## src/rtl/mem_access_unit.sv

```systemverilog
// Load/store initiator for the word-wide data RAM.
// Sub-word stores use read-modify-write; loads are extended.
module mem_access_unit #(
    parameter int MEM_BYTES = 32
) (
    input  logic        clk,
    input  logic        rst_n,
    input  logic        req_valid,
    output logic        req_ready,
    input  logic        req_we,
    input  logic [1:0]  req_size,
    input  logic        req_unsigned,
    input  logic [31:0] req_addr,
    input  logic [31:0] req_wdata,
    output logic        rsp_valid,
    input  logic        rsp_ready,
    output logic [31:0] rsp_rdata,
    output logic        rsp_err,
    output logic        mem_ce,
    output logic        mem_data_le,
    output logic [31:0] mem_address,
    output logic [31:0] mem_wdata,
    input  logic [31:0] mem_rdata
);

    typedef enum logic [2:0] {
        IDLE, LOAD, RMW_RD, WRITE, RESP
    } state_t;

    state_t      state;
    logic        we_q;
    logic [1:0]  size_q;
    logic        uns_q;
    logic [31:0] addr_q;
    logic [15:0] wdata_q;
    logic        acc_err;
    logic [32:0] word_end;

    // Select the addressed lane (big-endian) and extend it.
    function automatic logic [31:0] extract(
        input logic [31:0] w,
        input logic [1:0]  k,
        input logic [1:0]  sz,
        input logic        u
    );
        logic [7:0]  b;
        logic [15:0] h;
        logic [31:0] r;
        unique case (k)
            2'd0: b = w[31:24];
            2'd1: b = w[23:16];
            2'd2: b = w[15:8];
            default: b = w[7:0];
        endcase
        h = k[1] ? w[15:0] : w[31:16];
        unique case (sz)
            2'b00: r = u ? {24'h0, b} : {{24{b[7]}}, b};
            2'b01: r = u ? {16'h0, h} : {{16{h[15]}}, h};
            default: r = w;
        endcase
        return r;
    endfunction

    // Overlay the store lane(s) onto the old word.
    function automatic logic [31:0] merge(
        input logic [31:0] old,
        input logic [15:0] wd,
        input logic [1:0]  k,
        input logic [1:0]  sz
    );
        logic [31:0] r;
        r = old;
        if (sz == 2'b00) begin
            unique case (k)
                2'd0: r[31:24] = wd[7:0];
                2'd1: r[23:16] = wd[7:0];
                2'd2: r[15:8]  = wd[7:0];
                default: r[7:0] = wd[7:0];
            endcase
        end else if (k[1]) begin
            r[15:0] = wd;
        end else begin
            r[31:16] = wd;
        end
        return r;
    endfunction

    // Classify the incoming request as legal or not.
    always_comb begin
        word_end = {1'b0, req_addr[31:2], 2'b00} + 33'd4;
        unique case (req_size)
            2'b00: acc_err = 1'b0;
            2'b01: acc_err = req_addr[0];
            2'b10: acc_err = |req_addr[1:0];
            default: acc_err = 1'b1;
        endcase
        if (word_end > 33'(MEM_BYTES))
            acc_err = 1'b1;
    end

    // Request/response FSM with registered datapath.
    always_ff @(posedge clk or negedge rst_n) begin
        if (!rst_n) begin
            state     <= IDLE;
            we_q      <= 1'b0;
            size_q    <= 2'b00;
            uns_q     <= 1'b0;
            addr_q    <= 32'h0;
            wdata_q   <= 16'h0;
            rsp_rdata <= 32'h0;
            rsp_err   <= 1'b0;
            mem_wdata <= 32'h0;
        end else begin
            case (state)
                IDLE: begin
                    if (req_valid) begin
                        we_q      <= req_we;
                        size_q    <= req_size;
                        uns_q     <= req_unsigned;
                        addr_q    <= req_addr;
                        wdata_q   <= req_wdata[15:0];
                        rsp_rdata <= 32'h0;
                        rsp_err   <= acc_err;
                        if (acc_err) begin
                            state <= RESP;
                        end else if (!req_we) begin
                            state <= LOAD;
                        end else if (req_size == 2'b10) begin
                            mem_wdata <= req_wdata;
                            state     <= WRITE;
                        end else begin
                            state <= RMW_RD;
                        end
                    end
                end
                LOAD: begin
                    rsp_rdata <= extract(mem_rdata, addr_q[1:0],
                                         size_q, uns_q);
                    state     <= RESP;
                end
                RMW_RD: begin
                    mem_wdata <= merge(mem_rdata, wdata_q,
                                       addr_q[1:0], size_q);
                    state     <= WRITE;
                end
                WRITE: state <= RESP;
                RESP: if (rsp_ready) state <= IDLE;
                default: state <= IDLE;
            endcase
        end
    end

    // Strobes decode straight from the state register, so an
    // async reset removes the write enable at once.
    always_comb begin
        req_ready   = (state == IDLE);
        rsp_valid   = (state == RESP);
        mem_ce      = (state == LOAD) || (state == RMW_RD)
                   || (state == WRITE);
        mem_data_le = (state == WRITE);
        mem_address = {addr_q[31:2], 2'b00};
    end

    logic unused;
    assign unused = we_q;

endmodule

```

## config.mk

```make
export PLATFORM = sky130hd
export DESIGN_NAME = mem_access_unit
export DESIGN_NICKNAME = d
export VERILOG_FILES = /design/src/rtl/mem_access_unit.sv
export SDC_FILE = /design/constraint.sdc
export NUM_CORES = 1
export LEC_CHECK = 0
export ABC_CLOCK_PERIOD_IN_PS = 2900
export CORE_UTILIZATION = 43
export DETAILED_ROUTE_END_ITERATION = 12
export PLACE_DENSITY_LB_ADDON = 0.15
export SLEW_MARGIN = 10
export SYNTH_ARGS = -nofsm -noshare
export SYNTH_HDL_FRONTEND = slang
export SYNTH_SLANG_ARGS = --single-unit
```

## constraint.sdc

```tcl
create_clock -name clk -period 2.9 [get_ports clk]
set_input_delay 0.725 -clock clk [delete_from_list [all_inputs] [get_ports clk]]
set_output_delay 0.725 -clock clk [all_outputs]
set_load 0.03 [all_outputs]
```

# Word level (Yosys, flattened, before mapping)
# Cells that the tools add are included.
[op_classes]
add_sub_neg = 1
muxes = 27
reduce_logical = 15
order_cmp = 1
n_eq_ne = 14
[op_table]
columns = ["cell", "count"]
rows = [
  ["2-to-1 mux 32 bit", 8],
  ["case mux 32 bit (2 select lines)", 3],
  ["2-to-1 mux 16 bit", 3],
  ["adder 32 x 3 -> 33 bit, second input constant", 1],
  ["> comparator 33 x 6 -> 1 bit, second input constant", 1],
  ["2-to-1 mux 8 bit", 4],
  ["case mux 8 bit (3 select lines)", 1],
  ["case mux 3 bit (4 select lines)", 1],
  ["2-to-1 mux 3 bit", 3],
  ["equality test 2 x 1 -> 1 bit, second input constant", 3],
  ["equality test 3 x 2 -> 1 bit, second input constant", 2],
  ["zero test 2 bit", 3],
  ["!= test 2 x 1 -> 1 bit, second input constant", 3],
  ["AND reduction 2 bit", 3],
  ["AND reduction 5 bit", 1],
  ["equality test 2 bit, second input constant", 2],
  ["!= test 2 bit, second input constant", 2],
  ["nonzero test 2 bit", 2],
  ["OR reduction 2 bit", 2],
  ["equality test 3 x 1 -> 1 bit, second input constant", 1],
  ["equality test 3 bit, second input constant", 1],
  ["zero test 3 bit", 1],
  ["case mux 1 bit (3 select lines)", 1],
  ["OR reduction 3 bit", 1],
  ["3 further kinds", 5],
]
[totals]
out_inout_bits = 101
wordCells = 66
input_bits = 104
ff_bits = 119

# Logic depth before layout (Yosys ltp)
# Gate-level depths: netlist of the first run.
[logic_depth]
depth_word = 6
mapped_depth = 8

# Least setup slack after synthesis of the first run
# No wires, ideal clock.
[synth_path]
kind = "in2reg"
start = "input req_addr[2]"
end = "register mem_wdata[31]"
required_time_ns = 2.774
setup_ns = 0.126
path_buffers = 1
path_stages = 8
arrival_ns = 2.584
path_slack_ns = 0.190
path_cell_list = "nand4_1 nor4_2 a211o_1 o31ai_1 nand4b_4 o31a_1 buf_6 a221o_1"
[synth_via]
elab_chain_len = 5
[synth_lines]
columns = ["element", "line_no", "text"]
rows = [
  ["start, declared", "13", "input logic [31:0] req_addr,"],
  ["adder 32 x 3 -> 33 bit", "90", "word_end = {1'b0, req_addr[31:2], 2'b00} + 33'd4;"],
  ["> comparator 33 x 6 -> 1 bit", "97", "if (word_end > 33'(MEM_BYTES))"],
  ["2-to-1 mux 1 bit", "97", ""],
  ["!= test 2 bit (no source line)", "--", ""],
  ["AND reduction 5 bit (no source line)", "--", ""],
  ["end signal, assigned", "129", "mem_wdata <= req_wdata;"],
  ["end signal, assigned", "142", "mem_wdata <= merge(mem_rdata, wdata_q,"],
  ["end, declared", "22", "output logic [31:0] mem_wdata,"],
]
# Every way passes these cells.
# A chain may end at the register's enable or synchronous reset.

# Worst setup path after layout of the first run
[layout_path]
start = "input req_addr[20]"
end = "register mem_wdata[14]"
# Same word-level chain as after synthesis.

==> out/metrics.yaml, run 1 <==
ys_warn_count: 0
dpl.hpwl_mm: 14.06
area_fraction_in_compound_gates_after_synthesis: 0.2051
layout_worst_path_cycle_share: 0.9838
topRoutingLayerUsed: "met4"
drtIter0Drc: 550
detail_route.drc_violations: 0
grt_max_degree: 56
worst_path_max_delay_cell: "sky130_fd_sc_hd__clkdlybuf4s50_1"
critical_path_required_ns: 3.19
layout_common_cells: "sky130_fd_sc_hd__clkdlybuf4s50_1 (179), sky130_fd_sc_hd__dfrtp_1 (119), sky130_fd_sc_hd__nand2_1 (89), sky130_fd_sc_hd__buf_4 (62), sky130_fd_sc_hd__mux2_2 (56)"
detailed_route_wire_length_per_cell_um: 20.51
max_clock_freq_mhz: 350.5
crit_path_frequent_cell: "sky130_fd_sc_hd__buf_12"
slew_of_the_pin_with_the_lowest_slew_margin_ns: 0.7035
combinational_family_with_the_most_area_after_synthesis: "compound AO/OA/AOI/OAI gates"
fin_crit_ns: 2.853
muxShareOfSynthArea: 0.1071
r2r_start: "state[1]"
insertion_delay_ns: 0.42
drt_pass1_iterations: 6
worstPathCellList: "clkdlybuf4s50_1 -> nand2_2 -> nor4_4 -> and3_4 -> o211ai_1 -> nand4b_4 -> o31a_1 -> buf_12 -> buf_12 -> a221o_1"
fillers: 1085
chipHeight_um: 121.1
finClkSkew_ns: 0.008466
cts_root_buffer: "sky130_fd_sc_hd__clkbuf_16"
row_count: 43
crit_path_max_fanout: 8
antenna_found_initial: 0
cts_htree_levels: 4
postSynthAreaPerCell_um2: 10.34
drv_slew: 0
yosys_most_used_dff: "sky130_fd_sc_hd__dfrtp_1"
worstSetupStartpointType: "primary input"
area_growth_pct: 53.26
ys_seq_elements: 119
rrSetupSlack_ns: 0.47
met3WireLength_mm: 1.783
p_per_area_mw_per_mm2: 591.5
synth_enable_flop_cells: 0
fp.coreArea_mm2: 0.01388
seqPwrFrac: 0.356
place.gp.congestion: 0.9272
post_synth_fa_ha_maj_area_fraction: 0
asr_flop_ratio_synth: 1.000
dr_wl_met2_mm: 9.526
initial_core_utilization: 0.4395
syn-cell-area_mm2: 0.006101
grt_pass1_vias: 5721
slowest_delay_ns: 0.54
io_pins: 205
leakage_power_summed_over_all_cells_nw: 4.106
synthTopCellsByArea: "sky130_fd_sc_hd__dfrtp_1 (49%), sky130_fd_sc_hd__mux2_2 (10%), sky130_fd_sc_hd__nand2_1 (5.5%)"
port_buffer_count: 202
cts.reportedPaths.clkPinSlew_ns: 0.05
grt_setup_unrepaired: "no"
seq_area_frac_synth: 0.4881
p_switching_mw: 1.638
hold_buffers: 0
syn_inst: 590
setup_tns_ns: 0
drt.antenna.violating_nets: 0
die_area_mm2: 0.01467
post_layout_net_count: 922
grt-ovfl-total: 0
internal_power_mw: 3.893
clock_tree_from_tritoncts: "yes"
drv.max_cap_violation_count: 0
slew-limit-headroom: 0.5310
post_drt_via_cell_ratio: 5.810
status: "finished clean"
dieWidth_um: 121.1
final_cells: 1011
wl_mm: 20.74
yosys.area_share.xor_xnor: 0.004307
numCtsBuffers: 17
worst-r2r-cell-count: 7
final_common_cell: "sky130_fd_sc_hd__clkdlybuf4s50_1"
timing.critical_path.arrival_ns: 3.14
clock-sinks: 119
crit_type: "in2reg"
dpl.cell_count: 954
clockPowerShare: 0.403
report.final.setup_viol: 0
p_sw_frac: 0.2961
route.vias.total: 5874
synth_top_area_share: 0.4881
timing.critical_path.to_type: "register"
endpoint_of_the_worst_register_to_register_path: "mem_wdata[14]"
yosys.area.top_type: "sky130_fd_sc_hd__dfrtp_1"
gr-usage-all-layers: 0.2926
drive_above_1_share: 0.2455
synth_cell_types: 52
power_frac_comb: 0.241
first_pass_grt_wire_length_mm: 32.04
ir_drop_mv: 0.4666
cts-root-to-sink-buffers: 2
timing.final.hold_violations: 0
route.layer.met1.wl_mm: 8.867
insertedDiodeCount: 0
synthSimpleGateAreaFrac: 0.1241
hold_class: "in2async"
power groups by stage:
stage               clock network [mW]  logic [mW]  registers [mW]
finish                            2.23        1.33            1.97
global route                      2.35        1.42            1.99
detailed placement                   0        1.30            1.98
floorplan                            0       0.886            1.93
CTS                               2.25        1.31            1.96
global placement                     0        1.27            1.98
flip-flops by register name, indices dropped and copies added, names as in the netlist:
name       flops
addr_q        32
mem_wdata     32
rsp_err        1
rsp_rdata     32
size_q         2
state          3
uns_q          1
wdata_q       16
through the flow:
stage	setup slack [ns]	cell area (um2)	power [mW]	hold WS (ns)	util
after floorplan	0.1903	6105	2.812	0.4294	-
after global placement	-0.8365	8364	3.249	0.4514	0.6026
after detailed placement	-1.009	8364	3.284	0.4563	0.6026
after CTS	0.01362	9246	5.526	0.2738	0.6661
after global routing	0.003433	9350	5.755	0.2890	0.6736
final	0.04698	9350	5.531	0.2642	0.6736
worst max-delay path: cells and delay by family:
family                 cells  cell delay [ns]
AOI/OAI and AO/OA          3             0.79
and+or+nand+nor            4             0.79
buffers and inverters      3             0.83
cell usage after synthesis, types with 2 or more instances:
library cell,number
sky130_fd_sc_hd__xnor2_1,2
sky130_fd_sc_hd__nand4_1,6
sky130_fd_sc_hd__nor4_1,2
sky130_fd_sc_hd__a211o_1,2
sky130_fd_sc_hd__nand2_1,90
sky130_fd_sc_hd__o21ai_0,54
sky130_fd_sc_hd__buf_2,3
sky130_fd_sc_hd__a211oi_1,2
sky130_fd_sc_hd__mux2_2,56
sky130_fd_sc_hd__o31ai_1,2
sky130_fd_sc_hd__and2_1,4
sky130_fd_sc_hd__nand3_1,13
sky130_fd_sc_hd__o22ai_1,2
sky130_fd_sc_hd__a222oi_1,6
sky130_fd_sc_hd__nor3_1,12
sky130_fd_sc_hd__a21oi_1,36
sky130_fd_sc_hd__dfrtp_1,119
sky130_fd_sc_hd__and3_1,2
sky130_fd_sc_hd__a221o_1,32
sky130_fd_sc_hd__and4_1,2
sky130_fd_sc_hd__buf_4,32
sky130_fd_sc_hd__clkbuf_1,30
sky130_fd_sc_hd__a31o_2,3
sky130_fd_sc_hd__o221a_2,14
sky130_fd_sc_hd__buf_6,3
sky130_fd_sc_hd__o22a_1,8
sky130_fd_sc_hd__nor2b_1,2
sky130_fd_sc_hd__inv_1,8
sky130_fd_sc_hd__o21ai_1,2
sky130_fd_sc_hd__or4_1,2
sky130_fd_sc_hd__nor2_1,18
metal layers:
layer / GRT usage / up-vias
met5: 0 / -
li1: - / 2619
met2: 0.4432 / 331
met4: 0.1165 / 0
met1: 0.4092 / 2872
met3: 0.06109 / 52
worst max-delay path by stage:
stage / from / end / slack, ns / cells after the start
final: req_addr[20] / mem_wdata[14] / 0.05 / 10
after CTS: req_addr[8] / mem_wdata[14] / 0.01 / 13
after detailed placement: req_addr[8] / mem_wdata[16] / -1.01 / 10
after floorplan: req_addr[2] / mem_wdata[31] / 0.19 / 8
after global placement: req_addr[3] / mem_wdata[19] / -0.84 / 10
after global routing: req_addr[20] / mem_wdata[2] / 0.003 / 10
kinds of logic after synthesis:
kind of cell	after synthesis
multiplexers	57
flip-flops	119
buffers and inverters	76
AND/OR/NAND/NOR	160
AO/OA/AOI/OAI	174
other	1
XOR/XNOR	3
area by class of cell:
cell class                 instances  area (um2)  share of cell area
sequential                       119        2978              0.3185
timing repair buffer             275        2676              0.2862
clock inverter                    13       176.4             0.01887
clock buffer                      19       452.9             0.04844
multi-input combinational        397        2811              0.3007
tap                              180       225.2             0.02409
inverter                           8       30.03            0.003212
what timing repair did:
action / in CTS / in global routing
endpoints found under the setup margin: 32 / 32
pin swaps: 14 / 12
cloned: 3 / 1
hold endpoints to repair: 0 / 0
resized for setup: 36 / 18
setup buffers: 14 / 8
Power figures use the tool's default switching activity.
==> run 2: changes to the inputs <==
--- a/config.mk
+++ b/config.mk
@@ -9,6 +9,7 @@
 export CORE_UTILIZATION = 43
 export DETAILED_ROUTE_END_ITERATION = 12
 export PLACE_DENSITY_LB_ADDON = 0.15
+export SKIP_CTS_REPAIR_TIMING = 1
 export SLEW_MARGIN = 10
 export SYNTH_ARGS = -nofsm -noshare
 export SYNTH_HDL_FRONTEND = slang
==> run 2 against run 1 <==
Non-clock buffer count shrank 11. Sequential cell count is the same. Routed wire length shrank 1.7%. Via count shrank 1.2%. Register-to-register slack gained 0.06 ns. Worst hold slack is essentially flat. Clock skew grew 0.0023 ns. Power is essentially flat. Global-route usage shrank 2.1 points. Critical path depth grew 3. Largest cell class unchanged.
==> out/metrics.yaml, run 2 (synthesized netlist as in run 1, its figures left out) <==
p_per_area_mw_per_mm2: 593.4  # +0.32%
ir_drop_mv: 0.4704  # +0.81%
preCtsSetupSlack_ns: -1.009  # unchanged
timing.final.hold_violations: 0  # unchanged
detailed_route_wire_length_per_cell_um: 20.36  # -0.71%
cts.reportedPaths.clkPinSlew_ns: 0.06  # about the same
worst_hold_slack_ns: 0.2643  # +0.00007300 ns
wl_mm: 20.39  # -1.7%
port_buffer_count: 202  # unchanged
detailed_place.area_mm2: 0.008364  # unchanged
clock-sinks: 119  # unchanged
route.vias.total: 5806  # -1.2%
io_pins: 205  # unchanged
worstSetupStartpointType: "primary input"
hold_class: "in2async"
layout_worst_path_cycle_share: 0.9920  # +0.008183
cts-root-to-sink-buffers: 2  # unchanged
timing.critical_path.arrival_ns: 3.17  # +0.03 ns
drv_slew: 0  # unchanged
drt.antenna.violating_nets: 0  # unchanged
antenna_found_initial: 1  # +1
post_layout_net_count: 911  # -1.2%
clock_tree_from_tritoncts: "yes"
cts_htree_levels: 4  # unchanged
final_common_cell: "sky130_fd_sc_hd__clkdlybuf4s50_1"
cts_root_buffer: "sky130_fd_sc_hd__clkbuf_16"
slew-limit-headroom: 0.5240  # -0.007036
chipHeight_um: 121.1  # unchanged
setup_ws_ns: 0.02325  # -0.02373 ns
gr-usage-all-layers: 0.2720  # -0.02067
slew_of_the_pin_with_the_lowest_slew_margin_ns: 0.7141  # +0.01055 ns
leakage_power_summed_over_all_cells_nw: 4.230  # +3.0%
die_area_mm2: 0.01467  # unchanged
report.final.setup_viol: 0  # unchanged
status: "finished clean"
drv.max_cap_violation_count: 0  # unchanged
post_drt_via_cell_ratio: 5.800  # -0.17%
area_growth_pct: 52.79
first_pass_grt_wire_length_mm: 29.97  # -6.5%
dpl.hpwl_mm: 14.06  # unchanged
critical_path_required_ns: 3.20  # about the same
layout_common_cells: "sky130_fd_sc_hd__clkdlybuf4s50_1 (176), sky130_fd_sc_hd__dfrtp_1 (119), sky130_fd_sc_hd__nand2_1 (88), sky130_fd_sc_hd__mux2_2 (56), sky130_fd_sc_hd__o21ai_0 (54)"
detail_route.drc_violations: 0  # unchanged
power_mw: 5.531  # about the same
place.gp.congestion: 0.9272  # unchanged
numCtsBuffers: 17  # unchanged
timing.critical_path.to_type: "register"
finish.instance_area_mm2: 0.009321  # -0.31%
drt_pass1_iterations: 5  # -1
drive_above_1_share: 0.2293  # -0.01622
dieWidth_um: 121.1  # unchanged
finClkSkew_ns: 0.01082  # +0.002350 ns
max_clock_freq_mhz: 347.6  # -0.82%
grt_max_degree: 56  # unchanged
grt-ovfl-total: 0  # unchanged
row_count: 43  # unchanged
insertion_delay_ns: 0.42  # about the same
fin_crit_ns: 2.877  # +0.02373 ns
crit_path_max_fanout: 8  # unchanged
crit_type: "in2reg"
initial_core_utilization: 0.4395  # unchanged
reg.largest.list: "addr_q x32, mem_wdata x32, rsp_rdata x32"
grt_pass1_vias: 5452  # -4.7%
fp.coreArea_mm2: 0.01388  # unchanged
drtIter0Drc: 529  # -3.8%
run 2: critical path, cell delays in order:
cell                             delay [ns]
sky130_fd_sc_hd__dlymetal6s2s_1        0.14
sky130_fd_sc_hd__nand4_1               0.12
sky130_fd_sc_hd__buf_6                 0.14
sky130_fd_sc_hd__nor4_4                0.05
sky130_fd_sc_hd__buf_4                 0.14
sky130_fd_sc_hd__a211o_1               0.29
sky130_fd_sc_hd__o31ai_2               0.27
sky130_fd_sc_hd__buf_4                 0.17
sky130_fd_sc_hd__nand4b_4              0.14
sky130_fd_sc_hd__buf_6                 0.15
sky130_fd_sc_hd__o31a_4                0.33
sky130_fd_sc_hd__clkbuf_16             0.19
sky130_fd_sc_hd__a221o_1               0.32
run 2: per-layer routing:
layer	track usage	wire, um	share of wire
met1	0.3963	9052	0.44
met2	0.3957	9261	0.45
met3	0.05451	1529	0.075
met4	0.1065	541	0.027
met5	0	0	0
run 2: worst paths after layout:
| kind | depth (start not counted) | from | slack (ns) | endpoint |
|---|---|---|---|---|
| max | 13 | req_addr[10] | 0.02 | mem_wdata[15] |
| min | 1 | rst_n | 0.26 | addr_q[27] |
| max reg2reg | 6 | state[1] | 0.53 | mem_wdata[15] |
| min reg2reg | 2 | rsp_rdata[17] | 0.47 | rsp_rdata[17] |
| max in group asynchronous | 2 | rst_n | 2.03 | mem_wdata[16] |
| min in group clk | 2 | rsp_rdata[17] | 0.47 | rsp_rdata[17] |
run 2: stage by stage:
stage / TNS, ns / instances / utilization
global route: -2.222 / 1001 / 0.6715
floorplan: 0 / 591 / -
global placement: -27.04 / 954 / 0.6026
CTS: -17.71 / 986 / 0.6479
detailed placement: -32.07 / 954 / 0.6026
finish: 0 / 1001 / 0.6715
run 2: layout make-up:
cell class                 count  area, um2
clock inverter                13      176.4
antenna                        1      2.502
inverter                       8      30.03
timing repair buffer         264       2656
sequential                   119       2978
multi-input combinational    397       2800
clock buffer                  19      452.9
fill                        1079       4559
tap                          180      225.2
run 2: power breakdown:
group / internal [mW] / switching (mW) / total (mW)
logic: 0.597 / 0.736 / 1.33
clock network: 1.48 / 0.758 / 2.23
registers: 1.82 / 0.142 / 1.97
